===== src/rtl/lsu_ctrl.sv =====
// Load/store sequencer between execute and the data-memory bus.
// Issues one request/grant/response access per instruction and stalls until done.
module lsu_ctrl #(
    parameter int TIMEOUT_CYCLES = 255,
    parameter int CNT_W          = 8
) (
    input  logic        clk,
    input  logic        rst_n,
    input  logic        mem_read,
    input  logic        mem_write,
    input  logic [1:0]  mem_cut,
    input  logic [1:0]  reg_cut,
    input  logic        ext_os,
    input  logic [31:0] addr,
    input  logic [31:0] store_data,
    output logic        stall,
    output logic        load_valid,
    output logic [31:0] load_data,
    output logic        fault,
    output logic [1:0]  fault_code,
    output logic        bus_req,
    output logic        bus_we,
    output logic [31:0] bus_addr,
    output logic [3:0]  bus_be,
    output logic [31:0] bus_wdata,
    input  logic        bus_gnt,
    input  logic        bus_rvalid,
    input  logic [31:0] bus_rdata
);

    typedef enum logic [1:0] {
        IDLE   = 2'b00,
        REQ    = 2'b01,
        WAIT_R = 2'b10,
        DONE   = 2'b11
    } state_t;

    localparam logic [1:0] W_WORD = 2'b00;
    localparam logic [1:0] W_HALF = 2'b01;
    localparam logic [1:0] W_BYTE = 2'b10;
    localparam logic [1:0] W_BAD  = 2'b11;

    localparam logic [1:0] F_NONE = 2'b00;
    localparam logic [1:0] F_MIS  = 2'b01;
    localparam logic [1:0] F_WID  = 2'b10;
    localparam logic [1:0] F_TMO  = 2'b11;

    localparam bit              TMO_EN   = (TIMEOUT_CYCLES != 0);
    localparam logic [CNT_W-1:0] CNT_LAST = CNT_W'(TIMEOUT_CYCLES - 1);

    state_t           state_q, state_d;
    logic [CNT_W-1:0] cnt_q, cnt_d;
    logic [1:0]       code_q, code_d;
    logic             is_load_q, is_load_d;
    logic [1:0]       width_q, width_d;
    logic             ext_q, ext_d;
    logic [1:0]       off_q, off_d;
    logic [29:0]      waddr_q, waddr_d;
    logic [3:0]       be_q, be_d;
    logic [31:0]      wdata_q, wdata_d;
    logic [31:0]      ldata_q, ldata_d;

    logic             req;
    logic [1:0]       sel_w;
    logic [1:0]       req_code;
    logic [3:0]       req_be;
    logic [31:0]      req_wdata;
    logic             tmo;

    // Pick the lane out of the read word and widen it to 32 bits.
    function automatic logic [31:0] extract(
        input logic [31:0] rd,
        input logic [1:0]  w,
        input logic [1:0]  off,
        input logic        sx
    );
        logic [31:0] bsh;
        logic [31:0] hsh;
        logic [31:0] r;
        bsh = rd >> {off, 3'b000};
        hsh = rd >> {off[1], 4'b0000};
        case (w)
            W_BYTE:  r = {{24{sx & bsh[7]}}, bsh[7:0]};
            W_HALF:  r = {{16{sx & hsh[15]}}, hsh[15:0]};
            default: r = rd;
        endcase
        return r;
    endfunction

    assign req   = mem_read | mem_write;
    assign sel_w = mem_read ? mem_cut : reg_cut;
    assign tmo   = TMO_EN && (cnt_q == CNT_LAST);

    // Decode the incoming request: fault class, byte enables and write lanes.
    always_comb begin
        req_code  = F_NONE;
        req_be    = 4'b1111;
        req_wdata = store_data;
        if ((mem_read && mem_write) || (sel_w == W_BAD)) begin
            req_code = F_WID;
        end else if ((sel_w == W_HALF && addr[0]) ||
                     (sel_w == W_WORD && addr[1:0] != 2'b00)) begin
            req_code = F_MIS;
        end
        unique case (sel_w)
            W_BYTE: begin
                req_be    = 4'b0001 << addr[1:0];
                req_wdata = {4{store_data[7:0]}};
            end
            W_HALF: begin
                req_be    = 4'b0011 << {addr[1], 1'b0};
                req_wdata = {2{store_data[15:0]}};
            end
            W_WORD: begin
                req_be    = 4'b1111;
                req_wdata = store_data;
            end
            W_BAD: begin
                req_be    = 4'b0000;
                req_wdata = store_data;
            end
        endcase
    end

    // Next-state logic for the access sequencer and its datapath registers.
    always_comb begin
        state_d   = state_q;
        cnt_d     = cnt_q;
        code_d    = code_q;
        is_load_d = is_load_q;
        width_d   = width_q;
        ext_d     = ext_q;
        off_d     = off_q;
        waddr_d   = waddr_q;
        be_d      = be_q;
        wdata_d   = wdata_q;
        ldata_d   = ldata_q;
        unique case (state_q)
            IDLE: begin
                if (req) begin
                    is_load_d = mem_read;
                    width_d   = sel_w;
                    ext_d     = ext_os;
                    off_d     = addr[1:0];
                    waddr_d   = addr[31:2];
                    be_d      = req_be;
                    wdata_d   = req_wdata;
                    code_d    = req_code;
                    if (req_code != F_NONE) begin
                        state_d = DONE;
                    end else begin
                        state_d = REQ;
                        cnt_d   = '0;
                    end
                end
            end
            REQ: begin
                if (bus_gnt) begin
                    if (is_load_q) begin
                        state_d = WAIT_R;
                        cnt_d   = '0;
                    end else begin
                        state_d = DONE;
                    end
                end else if (tmo) begin
                    code_d  = F_TMO;
                    state_d = DONE;
                end else begin
                    cnt_d = cnt_q + CNT_W'(1);
                end
            end
            WAIT_R: begin
                if (bus_rvalid) begin
                    ldata_d = extract(bus_rdata, width_q, off_q, ext_q);
                    state_d = DONE;
                end else if (tmo) begin
                    code_d  = F_TMO;
                    state_d = DONE;
                end else begin
                    cnt_d = cnt_q + CNT_W'(1);
                end
            end
            DONE: begin
                state_d = IDLE;
            end
        endcase
    end

    // State, timeout counter and fault code registers.
    always_ff @(posedge clk or negedge rst_n) begin
        if (!rst_n) begin
            state_q <= IDLE;
            cnt_q   <= '0;
            code_q  <= F_NONE;
        end else begin
            state_q <= state_d;
            cnt_q   <= cnt_d;
            code_q  <= code_d;
        end
    end

    // Latched request attributes and the returned load value.
    always_ff @(posedge clk or negedge rst_n) begin
        if (!rst_n) begin
            is_load_q <= 1'b0;
            width_q   <= W_WORD;
            ext_q     <= 1'b0;
            off_q     <= 2'b00;
            waddr_q   <= '0;
            be_q      <= 4'b0000;
            wdata_q   <= '0;
            ldata_q   <= '0;
        end else begin
            is_load_q <= is_load_d;
            width_q   <= width_d;
            ext_q     <= ext_d;
            off_q     <= off_d;
            waddr_q   <= waddr_d;
            be_q      <= be_d;
            wdata_q   <= wdata_d;
            ldata_q   <= ldata_d;
        end
    end

    // Pipeline and bus outputs; bus fields are only driven while requesting.
    always_comb begin
        stall      = 1'b0;
        bus_req    = (state_q == REQ);
        bus_we     = 1'b0;
        bus_addr   = '0;
        bus_be     = 4'b0000;
        bus_wdata  = '0;
        load_valid = 1'b0;
        fault      = 1'b0;
        fault_code = F_NONE;
        if (rst_n) begin
            unique case (state_q)
                IDLE:   stall = req;
                REQ:    stall = 1'b1;
                WAIT_R: stall = 1'b1;
                DONE:   stall = 1'b0;
            endcase
        end
        if (bus_req) begin
            bus_we    = ~is_load_q;
            bus_addr  = {waddr_q, 2'b00};
            bus_be    = be_q;
            bus_wdata = wdata_q;
        end
        if (state_q == DONE) begin
            load_valid = is_load_q && (code_q == F_NONE);
            fault      = (code_q != F_NONE);
            fault_code = code_q;
        end
    end

    assign load_data = ldata_q;

endmodule


===== config.mk =====
export PLATFORM = sky130hd
export DESIGN_NAME = lsu_ctrl
export DESIGN_NICKNAME = d
export VERILOG_FILES = /design/src/rtl/lsu_ctrl.sv
export SDC_FILE = /design/constraint.sdc
export NUM_CORES = 1
export LEC_CHECK = 0
export BUFFER_PORTS_ARGS = -buffer_cell sky130_fd_sc_hd__buf_2
export CAP_MARGIN = 20
export CORE_UTILIZATION = 36
export CTS_CLUSTER_SIZE = 16
export DETAILED_ROUTE_END_ITERATION = 10
export SLEW_MARGIN = 40
export SYNTH_ARGS = -nofsm -noshare
export SYNTH_HDL_FRONTEND = slang
export SYNTH_SLANG_ARGS = --single-unit

===== constraint.sdc =====
create_clock -name clk -period 2 [get_ports clk]
set_clock_uncertainty 0.1 [all_clocks]
set_input_delay 0 -clock clk [delete_from_list [all_inputs] [get_ports clk]]
set_output_delay 0 -clock clk [all_outputs]
set_load 0.02 [all_outputs]

==> run summary, run 1 <==
================================================================================
Total power density per cell area ................................. 1500 mW/mm^2
Element type at the critical path end ............................. primary output
Synthesized area .................................................. 0.00610 sq mm
Highest ir drop seen on vdd .......................................     0.698 mV
Via Count .........................................................         6321
Delay contributed by the slowest stage of the critical path .......      0.39 ns
Syn avg cell area .................................................   8.40 sq um
Final instance area ............................................... 0.00927 sq mm
Number of nets in the finished design .............................         1170
Number of placement rows ..........................................           47
Number of placed I/O pins .........................................          214
Total number of yosys warnings ....................................            0
Full die area ..................................................... 0.0175 sq mm
Netlist cell types ................................................           46
Least-Margin Pin Slew .............................................     0.616 ns
Area post-placement ............................................... 0.00761 sq mm
Clock insertion delay at the later pin of the skew report .........      0.42 ns
Starting density of the core ......................................        36.8%
Slew Viols, Final .................................................            0
Critical Path Start Type ..........................................         flop
CP max FO .........................................................            4
CTS tree ..........................................................         done
Number of DRC violations after detailed-routing iteration 0 .......          412
Area growth from synthesis to layout ..............................        51.9%
Worst R2R Path Depth ..............................................            6
Multiplexer fraction of the synthesized cell area .................        2.50%
Simple logic cell fraction of the synthesized area ................        27.9%
CTS sink count ....................................................          116
CTS Buffer Depth ..................................................            2
Gate Count Post-Synth .............................................          726
Worst path slowest cell ........................................... sky130_fd_sc_hd__dfrtp_1
Routed wire length ................................................     19700 um
GRT Total Usage ...................................................        23.1%
Number of global-route vias before repair .........................         6406
Wire length of the first global-routing pass ......................     31900 um
Depth of the worst hold-timing path ...............................            4
Number of antenna violations at the first check in global routing .            0
Root buffer cell .................................................. sky130_fd_sc_hd__clkbuf_16
Required time of the critical path ................................      1.90 ns
WHS ...............................................................    0.0293 ns
First-pass detailed-route iteration total .........................            6
Largest family of logic cells by synthesized area ................. simple AND/OR/NAND/NOR gates
Fill cell total of the finished layout ............................         1554
Hold Path Class ................................................... primary input to flop
Remaining design rule violation count .............................            0
Number of antenna diodes ..........................................            0
Fraction of final layout cells with drive strength greater than 1 .        28.5%
EDFF count, synth .................................................            0
Setup repair after global routing missed its margin ...............          yes
Part of the Yosys area used for sequential elements ...............        47.6%
Routed vias/inst ..................................................         4.93
Leakage ...........................................................      4.64 nW
Count of max-cap constraint violations ............................            0
Number of buffers added on ports ..................................          211
Placeable core area ............................................... 0.0166 sq mm
Sum of net half-perimeters after detailed placement ...............     13100 um
Fraction of the mapped netlist area in adder cells ................        2.87%
Maximum level of the CTS H-tree ...................................            4
Number of hold violations in the final report .....................            0
Largest net degree at the start of global routing .................           60
Setup violations, final ...........................................            0
Horizontal die dimension ..........................................       132 um
Asr flop ratio synth ..............................................         100%
Total negative setup slack ........................................         0 ns
Xor and xnor area share after synthesis ...........................           0%
Setup Crit Path Kind .............................................. flop to primary output
Timing-limited maximum frequency ..................................    0.517 GHz
Die Y-Extent ......................................................       132 um
Number of buffers created by CTS ..................................           17
Detail-routed net length per standard cell ........................      15.3 um
Total power .......................................................      13.9 mW
Clk slew on worst S/H paths .......................................      0.06 ns
Post-route ant nets ...............................................            0
Global-route congestion overflow total ............................            0
Arrival time of data at the critical path endpoint ................      1.83 ns
Total setup buffers inserted after CTS ............................            0
Routability cong. .................................................        0.851
Period utilisation layout .........................................        96.7%
Synthesized-area fraction occupied by ao, oa, aoi and oai cells ...        14.8%
Yosys reg bits ....................................................          116
Result of the run .................................................    completed
Min Tclk post-route ...............................................      1.93 ns
Most used flip-flop cell after synthesis .......................... sky130_fd_sc_hd__dfrtp_1
Slew HR ...........................................................        58.9%
CP Cell Sequence .................................................. buf_4, ha_1, and2_1, or2_2, buf_2
================================================================================
==> cell usage in the layout (no fill, tap or decap), types with 2 or more instances in the layout <==
master                          count
sky130_fd_sc_hd__mux2i_1            3
sky130_fd_sc_hd__a221oi_1          16
sky130_fd_sc_hd__a2bb2oi_1          7
sky130_fd_sc_hd__o32a_1             2
sky130_fd_sc_hd__or2_2              2
sky130_fd_sc_hd__nand3_1            8
sky130_fd_sc_hd__nor2_1            72
sky130_fd_sc_hd__clkinvlp_4         6
sky130_fd_sc_hd__o21ai_0           39
sky130_fd_sc_hd__inv_1             11
sky130_fd_sc_hd__nand2_1          184
sky130_fd_sc_hd__a21oi_1           55
sky130_fd_sc_hd__clkinv_2           3
sky130_fd_sc_hd__nand2b_1          11
sky130_fd_sc_hd__a22o_1             2
sky130_fd_sc_hd__and3_1             2
sky130_fd_sc_hd__clkbuf_8           2
sky130_fd_sc_hd__nor3_1             3
sky130_fd_sc_hd__o22ai_1            2
sky130_fd_sc_hd__a22oi_1            8
sky130_fd_sc_hd__a41oi_1            2
sky130_fd_sc_hd__conb_1             2
sky130_fd_sc_hd__a31oi_1            5
sky130_fd_sc_hd__mux2_2             8
sky130_fd_sc_hd__nor2b_1            4
sky130_fd_sc_hd__buf_4             31
sky130_fd_sc_hd__or3_1              9
sky130_fd_sc_hd__dlygate4sd3_1    102
sky130_fd_sc_hd__buf_12             7
sky130_fd_sc_hd__clkinv_4           2
sky130_fd_sc_hd__and2_1            70
sky130_fd_sc_hd__clkbuf_16         17
sky130_fd_sc_hd__dfrtp_1          116
sky130_fd_sc_hd__ha_1              13
sky130_fd_sc_hd__buf_2            211
==> cells in the mapped netlist, types with 2 or more instances <==
cell	number	share of area (%)
sky130_fd_sc_hd__nand2_1	184	11
sky130_fd_sc_hd__dfrtp_1	116	48
sky130_fd_sc_hd__nor2_1	72	4.4
sky130_fd_sc_hd__and2_1	70	7.2
sky130_fd_sc_hd__a21oi_1	55	4.5
sky130_fd_sc_hd__o21ai_0	39	3.2
sky130_fd_sc_hd__clkbuf_1	33	2.0
sky130_fd_sc_hd__a221oi_1	16	2.3
sky130_fd_sc_hd__ha_1	14	2.9
sky130_fd_sc_hd__inv_1	12	0.74
sky130_fd_sc_hd__nand2b_1	11	1.1
sky130_fd_sc_hd__or3_1	9	0.92
sky130_fd_sc_hd__a22oi_1	8	0.98
sky130_fd_sc_hd__mux2_2	8	1.5
sky130_fd_sc_hd__nand3_1	8	0.66
sky130_fd_sc_hd__a2bb2oi_1	7	1.0
sky130_fd_sc_hd__buf_2	7	0.57
sky130_fd_sc_hd__buf_1	6	0.37
sky130_fd_sc_hd__a31oi_1	5	0.51
sky130_fd_sc_hd__mux2i_1	4	0.66
sky130_fd_sc_hd__nor2b_1	4	0.41
sky130_fd_sc_hd__nor3_1	4	0.33
sky130_fd_sc_hd__and3_1	3	0.31
sky130_fd_sc_hd__buf_4	3	0.37
sky130_fd_sc_hd__a22o_1	2	0.29
sky130_fd_sc_hd__a41oi_1	2	0.29
sky130_fd_sc_hd__o21a_1	2	0.25
sky130_fd_sc_hd__o22ai_1	2	0.21
sky130_fd_sc_hd__o32a_1	2	0.33
sky130_fd_sc_hd__or2_2	2	0.21
==> where the power goes <==
part	total, mW	internal, mW	switching (mW)
combinational	6.98	2.80	4.18
sequential	4.02	3.45	0.567
clock	2.90	1.76	1.13
==> registers in the layout, indices dropped and copies added, names as in the netlist <==
signal and cells:
cnt_q 8, off_q 2, be_q 4, code_q 2
state_q 2, waddr_q 30, load_data 32, ext_q 1
wdata_q 32, width_q 2, is_load_q 1
==> worst paths after layout <==
check | from | endpoint | slack, ns
max | state_q[0] | fault | 0.07
min | reg_cut[1] | width_q[1] | 0.03
max reg2reg | state_q[0] | is_load_q | 0.09
min reg2reg | waddr_q[25] | waddr_q[25] | 0.36
max in group asynchronous | rst_n | waddr_q[0] | 1.29
min in group asynchronous | rst_n | cnt_q[6] | 0.10
==> worst max-delay path, delay by kind of cell, from the launching register on <==
kind	cells	cell delay (ns)
buffers and inverters	2	0.31
AND/OR/NAND/NOR	2	0.46
flip-flops	1	0.39
adder cells (fa/ha/maj)	1	0.25
==> cell type report <==
| class | instances | area [sq um] | area share, % |
|---|---|---|---|
| inverter | 12 | 45.0 | 0.486 |
| clock inverter | 12 | 108 | 1.16 |
| clock buffer | 20 | 457 | 4.93 |
| tap | 220 | 275 | 2.97 |
| sequential | 116 | 2900 | 31.3 |
| timing repair buffer | 353 | 2490 | 26.9 |
| multi-input combinational | 549 | 2990 | 32.2 |
==> through the flow <==
stage          util, %  setup WS, ns  instances
5_1_grt           55.9      -0.00806       1282
3_5_place_dp      45.9        0.0538       1147
2_1_floorplan        -        0.0154        727
4_1_cts           55.9       0.00702       1283
3_3_place_gp      45.9        0.0459       1147
6_report          55.9        0.0651       1282
==> logic make-up after synthesis <==
group           count (synthesis)
buf+inv                        62
mux                            13
fa+ha+maj                      14
compound gates                146
simple gates                  374
other cells                     1
flops                         116
==> what timing repair did <==
item | CTS | global route
gates resized for setup | 7 | 6
pin swaps | 0 | 1
gates cloned | 1 | 0
hold endpoints to repair | 222 | 0
endpoints found under the setup margin | 34 | 44
hold buffers | 103 | 0
==> metal layers <==
layer	GRT usage, %	wire, um	vias to the layer above
li1	-	-	3072
met1	28.5	8540	2955
met2	39.2	9440	256
met3	6.11	1290	38
met4	7.92	376	0
met5	0	0	-
Power figures use the tool's default switching activity.
==> run 2, diff against run 1 <==
Settings changed: ABC_AREA from default to 1, CORE_UTILIZATION 36 to 35.
==> run 2 against run 1 <==
Net effect: maximum frequency grew 3.6%; global-route usage down 1.6 points; final cell count up 14%; non-clock buffer count decreased by 17; via count up 9.2%; synthesized area up 5.4%; synthesized cell count is 25% higher; setup slack improved by 0.067 ns.
==> run summary, run 2 <==
================================================================================
Count of max-cap constraint violations ............................            0
Period utilisation layout .........................................        93.4%
Element type at the critical path end ............................. primary output
Number of antenna diodes ..........................................            0
Fraction of the mapped netlist area in adder cells ................        2.72%
Highest ir drop seen on vdd .......................................     0.739 mV
Post-layout util ..................................................        52.7%
Largest net degree at the start of global routing .................           69
Number of nets in the finished design .............................         1341
Routed wire length ................................................     20100 um
Required time of the critical path ................................      1.90 ns
First-pass detailed-route iteration total .........................            5
Min Tclk post-route ...............................................      1.87 ns
Clock network fraction of total power .............................        20.7%
CTS sink count ....................................................          116
Most numerous cell in the Yosys netlist ........................... sky130_fd_sc_hd__nand2_1
Slew HR ...........................................................        65.4%
Startpoint of the lowest-slack hold path ..........................   reg_cut[1]
Flip-flop and latch area .......................................... 0.00290 sq mm
Most frequent cells after synthesis ............................... sky130_fd_sc_hd__nand2_1, sky130_fd_sc_hd__dfrtp_1, sky130_fd_sc_hd__inv_1, sky130_fd_sc_hd__a21oi_1, sky130_fd_sc_hd__nor2_1
Multiplexer fraction of the synthesized cell area .................           0%
Hold worst-path end ...............................................   width_q[1]
CP Cell Sequence .................................................. inv_2, ha_2, buf_4, o21ai_0, nor2_1, buf_2
Fill cell total of the finished layout ............................         1749
Xor and xnor area share after synthesis ...........................       0.409%
Detailed-routing wirelength on met1 ...............................      8970 um
Asr flop ratio synth ..............................................         100%
Yosys reg bits ....................................................          116
Remaining design rule violation count .............................            0
Leading cell types by total area after synthesis .................. sky130_fd_sc_hd__dfrtp_1, sky130_fd_sc_hd__nand2_1, sky130_fd_sc_hd__inv_1, sky130_fd_sc_hd__a21oi_1, sky130_fd_sc_hd__nor2_1
Leakage ...........................................................      5.51 nW
Origin of the critical flop-to-flop path ..........................   state_q[0]
Setup repair after global routing missed its margin ...............           no
Most used flip-flop cell after synthesis .......................... sky130_fd_sc_hd__dfrtp_1
Arrival time of data at the critical path endpoint ................      1.77 ns
Routability cong. .................................................        0.853
Number of buffers created by CTS ..................................           17
CTS tree ..........................................................         done
Post-synth top area share .........................................        45.1%
Area growth from synthesis to layout ..............................        47.2%
Area post-placement ............................................... 0.00781 sq mm
Number of placed I/O pins .........................................          214
Detail-routed net length per standard cell ........................      13.8 um
GRT Total Usage ...................................................        21.5%
Setup violations, final ...........................................            0
Total power density per cell area ................................. 1490 mW/mm^2
Number of DRC violations after detailed-routing iteration 0 .......          330
Cell internal pwr .................................................      7.76 mW
Number of antenna violations at the first check in global routing .            0
Number of buffers added on ports ..................................          211
Routed vias/inst ..................................................         4.72
Leading cell type in the layout, fill and taps excluded ........... sky130_fd_sc_hd__nand2_1
Wire length of the first global-routing pass ......................     31700 um
Fraction of final layout cells with drive strength greater than 1 .        24.1%
Hold Path Class ................................................... primary input to flop
Root buffer cell .................................................. sky130_fd_sc_hd__clkbuf_16
Synthesized area .................................................. 0.00643 sq mm
Largest family of logic cells by synthesized area ................. simple AND/OR/NAND/NOR gates
Final instance area ............................................... 0.00947 sq mm
NetSw .............................................................      6.40 mW
Capturing point of the worst reg2reg path .........................      be_q[1]
Maximum level of the CTS H-tree ...................................            4
Sw frac ...........................................................        45.2%
EDFF count, synth .................................................            0
Met2 wire length ..................................................      9460 um
Number of global-route vias before repair .........................         6518
Flop pwr share ....................................................        28.8%
Starting density of the core ......................................        35.8%
Delay contributed by the slowest stage of the critical path .......      0.44 ns
Full die area ..................................................... 0.0189 sq mm
Clock insertion delay at the later pin of the skew report .........      0.41 ns
Setup Crit Path Kind .............................................. flop to primary output
Die Y-Extent ......................................................       138 um
Total number of yosys warnings ....................................            0
Placeable core area ............................................... 0.0180 sq mm
Portion of total power attributed to combinational logic ..........        50.5%
Simple logic cell fraction of the synthesized area ................        29.3%
CTS Buffer Depth ..................................................            2
Syn avg cell area .................................................   7.09 sq um
Depth of the worst hold-timing path ...............................            4
Clk slew on worst S/H paths .......................................      0.05 ns
Horizontal die dimension ..........................................       138 um
Number of hold violations in the final report .....................            0
Area of combinational cells with multiple inputs .................. 0.00291 sq mm
Worst R2R Path Depth ..............................................            7
Routed met3 length ................................................      1290 um
Number of placement rows ..........................................           49
Via Count .........................................................         6904
Netlist cell types ................................................           39
Sum of net half-perimeters after detailed placement ...............     12800 um
Most frequent cells in the layout ................................. sky130_fd_sc_hd__nand2_1, sky130_fd_sc_hd__buf_2, sky130_fd_sc_hd__dfrtp_1
Result of the run .................................................    completed
Total setup buffers inserted after CTS ............................            0
Critical Path Start Type ..........................................         flop
Minimum setup slack among reg-to-reg paths ........................      0.19 ns
Global-route congestion overflow total ............................            0
Total negative setup slack ........................................         0 ns
Least-Margin Pin Slew .............................................     0.517 ns
CP max FO .........................................................            6
Synthesized-area fraction occupied by ao, oa, aoi and oai cells ...        12.4%
Worst path slowest cell ........................................... sky130_fd_sc_hd__dfrtp_1
Timing-limited maximum frequency ..................................    0.535 GHz
Dominant cell type by area after synthesis ........................ sky130_fd_sc_hd__dfrtp_1
Part of the Yosys area used for sequential elements ...............        45.1%
Gate Count Post-Synth .............................................          907
Uppermost layer routed ............................................         met4
Post-route ant nets ...............................................            0
Slew Viols, Final .................................................            0
================================================================================
## run 2: power by group through the flow
stage / registers, mW / clock network, mW / logic, mW
floorplan: 4.32 / 0 / 4.45
global placement: 4.07 / 0 / 6.79
detailed placement: 4.07 / 0 / 6.86
CTS: 4.06 / 3.00 / 7.04
global route: 4.22 / 3.11 / 8.04
finish: 4.08 / 2.94 / 7.14
## run 2: logic make-up (layout without fill, tap and decap cells)
family                     after synthesis  in the layout
xor gates and xnor gates                 3              3
and+or+nand+nor                        479            479
other                                    1              2
DFF                                    116            116
adders and majority gates               14             14
AOI/OAI and AO/OA                      134            134
buffers and inverters                  160            485
## run 2: worst max path at each step
stage,slack (ns),cells past startpoint,end,from
after floorplan,0.19,9,cnt_q[1],state_q[1]
after global placement,0.21,8,wdata_q[19],mem_read
after detailed placement,0.13,7,be_q[1],state_q[0]
after CTS,-0.01,6,bus_be[2],state_q[1]
after global routing,0.01,10,wdata_q[31],mem_read
final,0.13,6,stall,state_q[0]
## run 2: what timing repair did
action,in CTS,in global routing
resized for setup,0,4
setup endpoints to repair,12,68
endpoints found under the hold margin,222,0
hold buffers,104,0
gates cloned,0,1
## run 2: layout make-up
type / instances / area share (%)
clock inverters: 12 / 1.12
multi-input cells: 632 / 30.7
clock buffers: 20 / 4.93
well taps: 229 / 3.03
inverters: 117 / 4.64
flip-flops and latches: 116 / 30.7
repair buffers: 336 / 24.9
## run 2: critical path, delay by kind of cell, from the launching register on
family | cells | cell delay (ns)
AO/OA/AOI/OAI | 1 | 0.08
AND/OR/NAND/NOR | 1 | 0.13
adder cells (fa/ha/maj) | 1 | 0.24
buffers and inverters | 3 | 0.47
flip-flops | 1 | 0.44
## run 2: metrics by stage
stage          total power, mW  cells  hold WS (ns)  worst slack [ns]
2_1_floorplan             8.77    908        -0.396             0.186
3_3_place_gp              10.9   1325        -0.137             0.205
3_5_place_dp              10.9   1325        -0.134             0.127
4_1_cts                   14.1   1461     0.0000111           -0.0135
5_1_grt                   15.4   1462        0.0574            0.0129
6_report                  14.2   1462        0.0120             0.132
## run 2: metal layers
metal	vias up	GRT usage, %
met4	0	8.67
li1	3423	-
met1	3192	28.0
met5	-	0
met3	32	4.05
met2	257	35.1
==> run 3, diff against run 2 <==
Settings changed: BUFFER_PORTS_ARGS -buffer_cell sky130_fd_sc_hd__buf_2 to default, DONT_BUFFER_PORTS from default to 1, SKIP_CTS_REPAIR_TIMING from default to 1.
==> run 3 against run 2 <==
Net effect: the flow now finishes with violations (hold timing); largest power group unchanged; worst hold slack lost 0.82 ns; sequential share of layout area grew 4.0 points; global-route usage shrank 2.6 points; routed wire length shrank 5.3%; combinational power shrank 18%; register-to-register slack lost 0.03 ns; sequential power grew 12%; non-clock buffer count shrank 211; setup slack gained 0.0016 ns.
==> run summary, run 3 (same netlist as run 2, synthesis figures left out) <==
================================================================================
Result of the run ................................................. complete, but fails checks
Violations in the final reports ...................................  hold timing
Die Y-Extent ......................................................       138 um
Largest net degree at the start of global routing .................          118
Min Tclk post-route ...............................................      1.87 ns
Root buffer cell .................................................. sky130_fd_sc_hd__clkbuf_16
Non-filler cells, final ...........................................         1251
Horizontal die dimension ..........................................       138 um
Wire length of the first global-routing pass ......................     27400 um
Number of buffers created by CTS ..................................           17
Number of antenna diodes ..........................................            0
Met2 wire length ..................................................      9190 um
Clk slew on worst S/H paths .......................................      0.06 ns
Routed met3 length ................................................      1360 um
GRT Total Usage ...................................................        18.9%
Number of nets in the finished design .............................         1130
CTS Buffer Depth ..................................................            2
Starting density of the core ......................................        35.8%
Fraction of final layout cells with drive strength greater than 1 .        8.02%
Area growth from synthesis to layout ..............................        30.1%
Hold Path Class ................................................... primary input to async pin
First-pass detailed-route iteration total .........................            5
WHS ...............................................................    -0.809 ns
Number of global-route vias before repair .........................         5426
Slew Viols, Final .................................................            0
Number of buffers added on ports ..................................            0
Detailed-routing wirelength on met1 ...............................      8210 um
Post-route ant nets ...............................................            0
CTS sink count ....................................................          116
Routability cong. .................................................        0.795
Critical Path Start Type ..........................................         flop
Count of max-cap constraint violations ............................            0
Sum of net half-perimeters after detailed placement ...............     12100 um
Detail-routed net length per standard cell ........................      15.2 um
Leading cell type in the layout, fill and taps excluded ........... sky130_fd_sc_hd__nand2_1
Clock insertion delay at the later pin of the skew report .........      0.41 ns
Via Count .........................................................         6086
Remaining design rule violation count .............................            0
Setup violations, final ...........................................            0
Final instance area ............................................... 0.00837 sq mm
Slew HR ...........................................................        63.1%
Arrival time of data at the critical path endpoint ................      1.77 ns
Period utilisation layout .........................................        93.3%
Full die area ..................................................... 0.0189 sq mm
Element type at the critical path end ............................. primary output
Number of placed I/O pins .........................................          214
Total power .......................................................      13.4 mW
Total power density per cell area ................................. 1600 mW/mm^2
Highest ir drop seen on vdd .......................................     0.797 mV
Setup Crit Path Kind .............................................. flop to primary output
Maximum level of the CTS H-tree ...................................            4
CTS tree ..........................................................         done
Number of antenna violations at the first check in global routing .            0
Routed vias/inst ..................................................         4.86
Least-Margin Pin Slew .............................................     0.551 ns
Most frequent cells in the layout ................................. sky130_fd_sc_hd__nand2_1, sky130_fd_sc_hd__dfrtp_1, sky130_fd_sc_hd__inv_1
Routed wire length ................................................     19100 um
Number of DRC violations after detailed-routing iteration 0 .......          295
Leakage ...........................................................      4.55 nW
Placeable core area ............................................... 0.0180 sq mm
Post-layout util ..................................................        46.6%
Global-route congestion overflow total ............................            0
Number of hold violations in the final report .....................          120
Number of placement rows ..........................................           49
Area post-placement ............................................... 0.00672 sq mm
Uppermost layer routed ............................................         met4
Timing-limited maximum frequency ..................................    0.536 GHz
Fill cell total of the finished layout ............................         1740
Placed Cells incl. Taps ...........................................         1114
CP max FO .........................................................           34
Required time of the critical path ................................      1.90 ns
================================================================================
run 3: worst paths after layout:
| kind | from | endpoint | slack (ns) | cells after the start |
|---|---|---|---|---|
| max | state_q[1] | bus_be[3] | 0.13 | 5 |
| min | rst_n | load_data[18] | -0.81 | 0 |
| max reg2reg | state_q[0] | cnt_q[0] | 0.16 | 7 |
| min reg2reg | waddr_q[12] | waddr_q[12] | 0.38 | 2 |
| max in group asynchronous | rst_n | ext_q | 2.33 | 0 |
| min in group clk | mem_cut[0] | width_q[0] | -0.05 | 4 |
run 3: metrics by stage:
stage / worst slack (ns) / TNS (ns) / hold slack [ns]
floorplan: 0.186 / 0 / -0.396
global placement: 0.237 / 0 / -0.390
detailed placement: 0.183 / 0 / -0.390
CTS: -0.0148 / -0.0148 / -0.838
global route: -0.00628 / -0.00983 / -0.838
finish: 0.133 / 0 / -0.809
run 3: power breakdown:
part           internal, mW  switching [mW]  total [mW]  leakage, nW
registers              3.43            1.13        4.57         1.42
logic                  1.93            3.95        5.88         2.88
clock network          1.77            1.14        2.92        0.258
run 3: routing by layer:
layer,vias to the layer above,global-route usage [%]
met5,-,0
met4,0,7.14
met3,27,7.03
met2,238,30.3
met1,2818,23.0
li1,3003,-
run 3: worst max-delay path: stages, from the launching register on:
cell and delay (ns):
sky130_fd_sc_hd__dfrtp_1 0.42, sky130_fd_sc_hd__inv_1 0.16, sky130_fd_sc_hd__ha_4 0.24, sky130_fd_sc_hd__buf_12 0.22, sky130_fd_sc_hd__nand2_1 0.09, sky130_fd_sc_hd__inv_1 0.20
run 3: final cells by class:
type,instances,area [sq um],share of cell area (%)
Tap cell,229,287,3.42
Multi-Input combinational cell,632,2910,34.8
Clock inverter,11,103,1.23
Inverter,117,439,5.25
Clock buffer,21,460,5.50
Timing Repair Buffer,125,1270,15.1
Sequential cell,116,2900,34.7
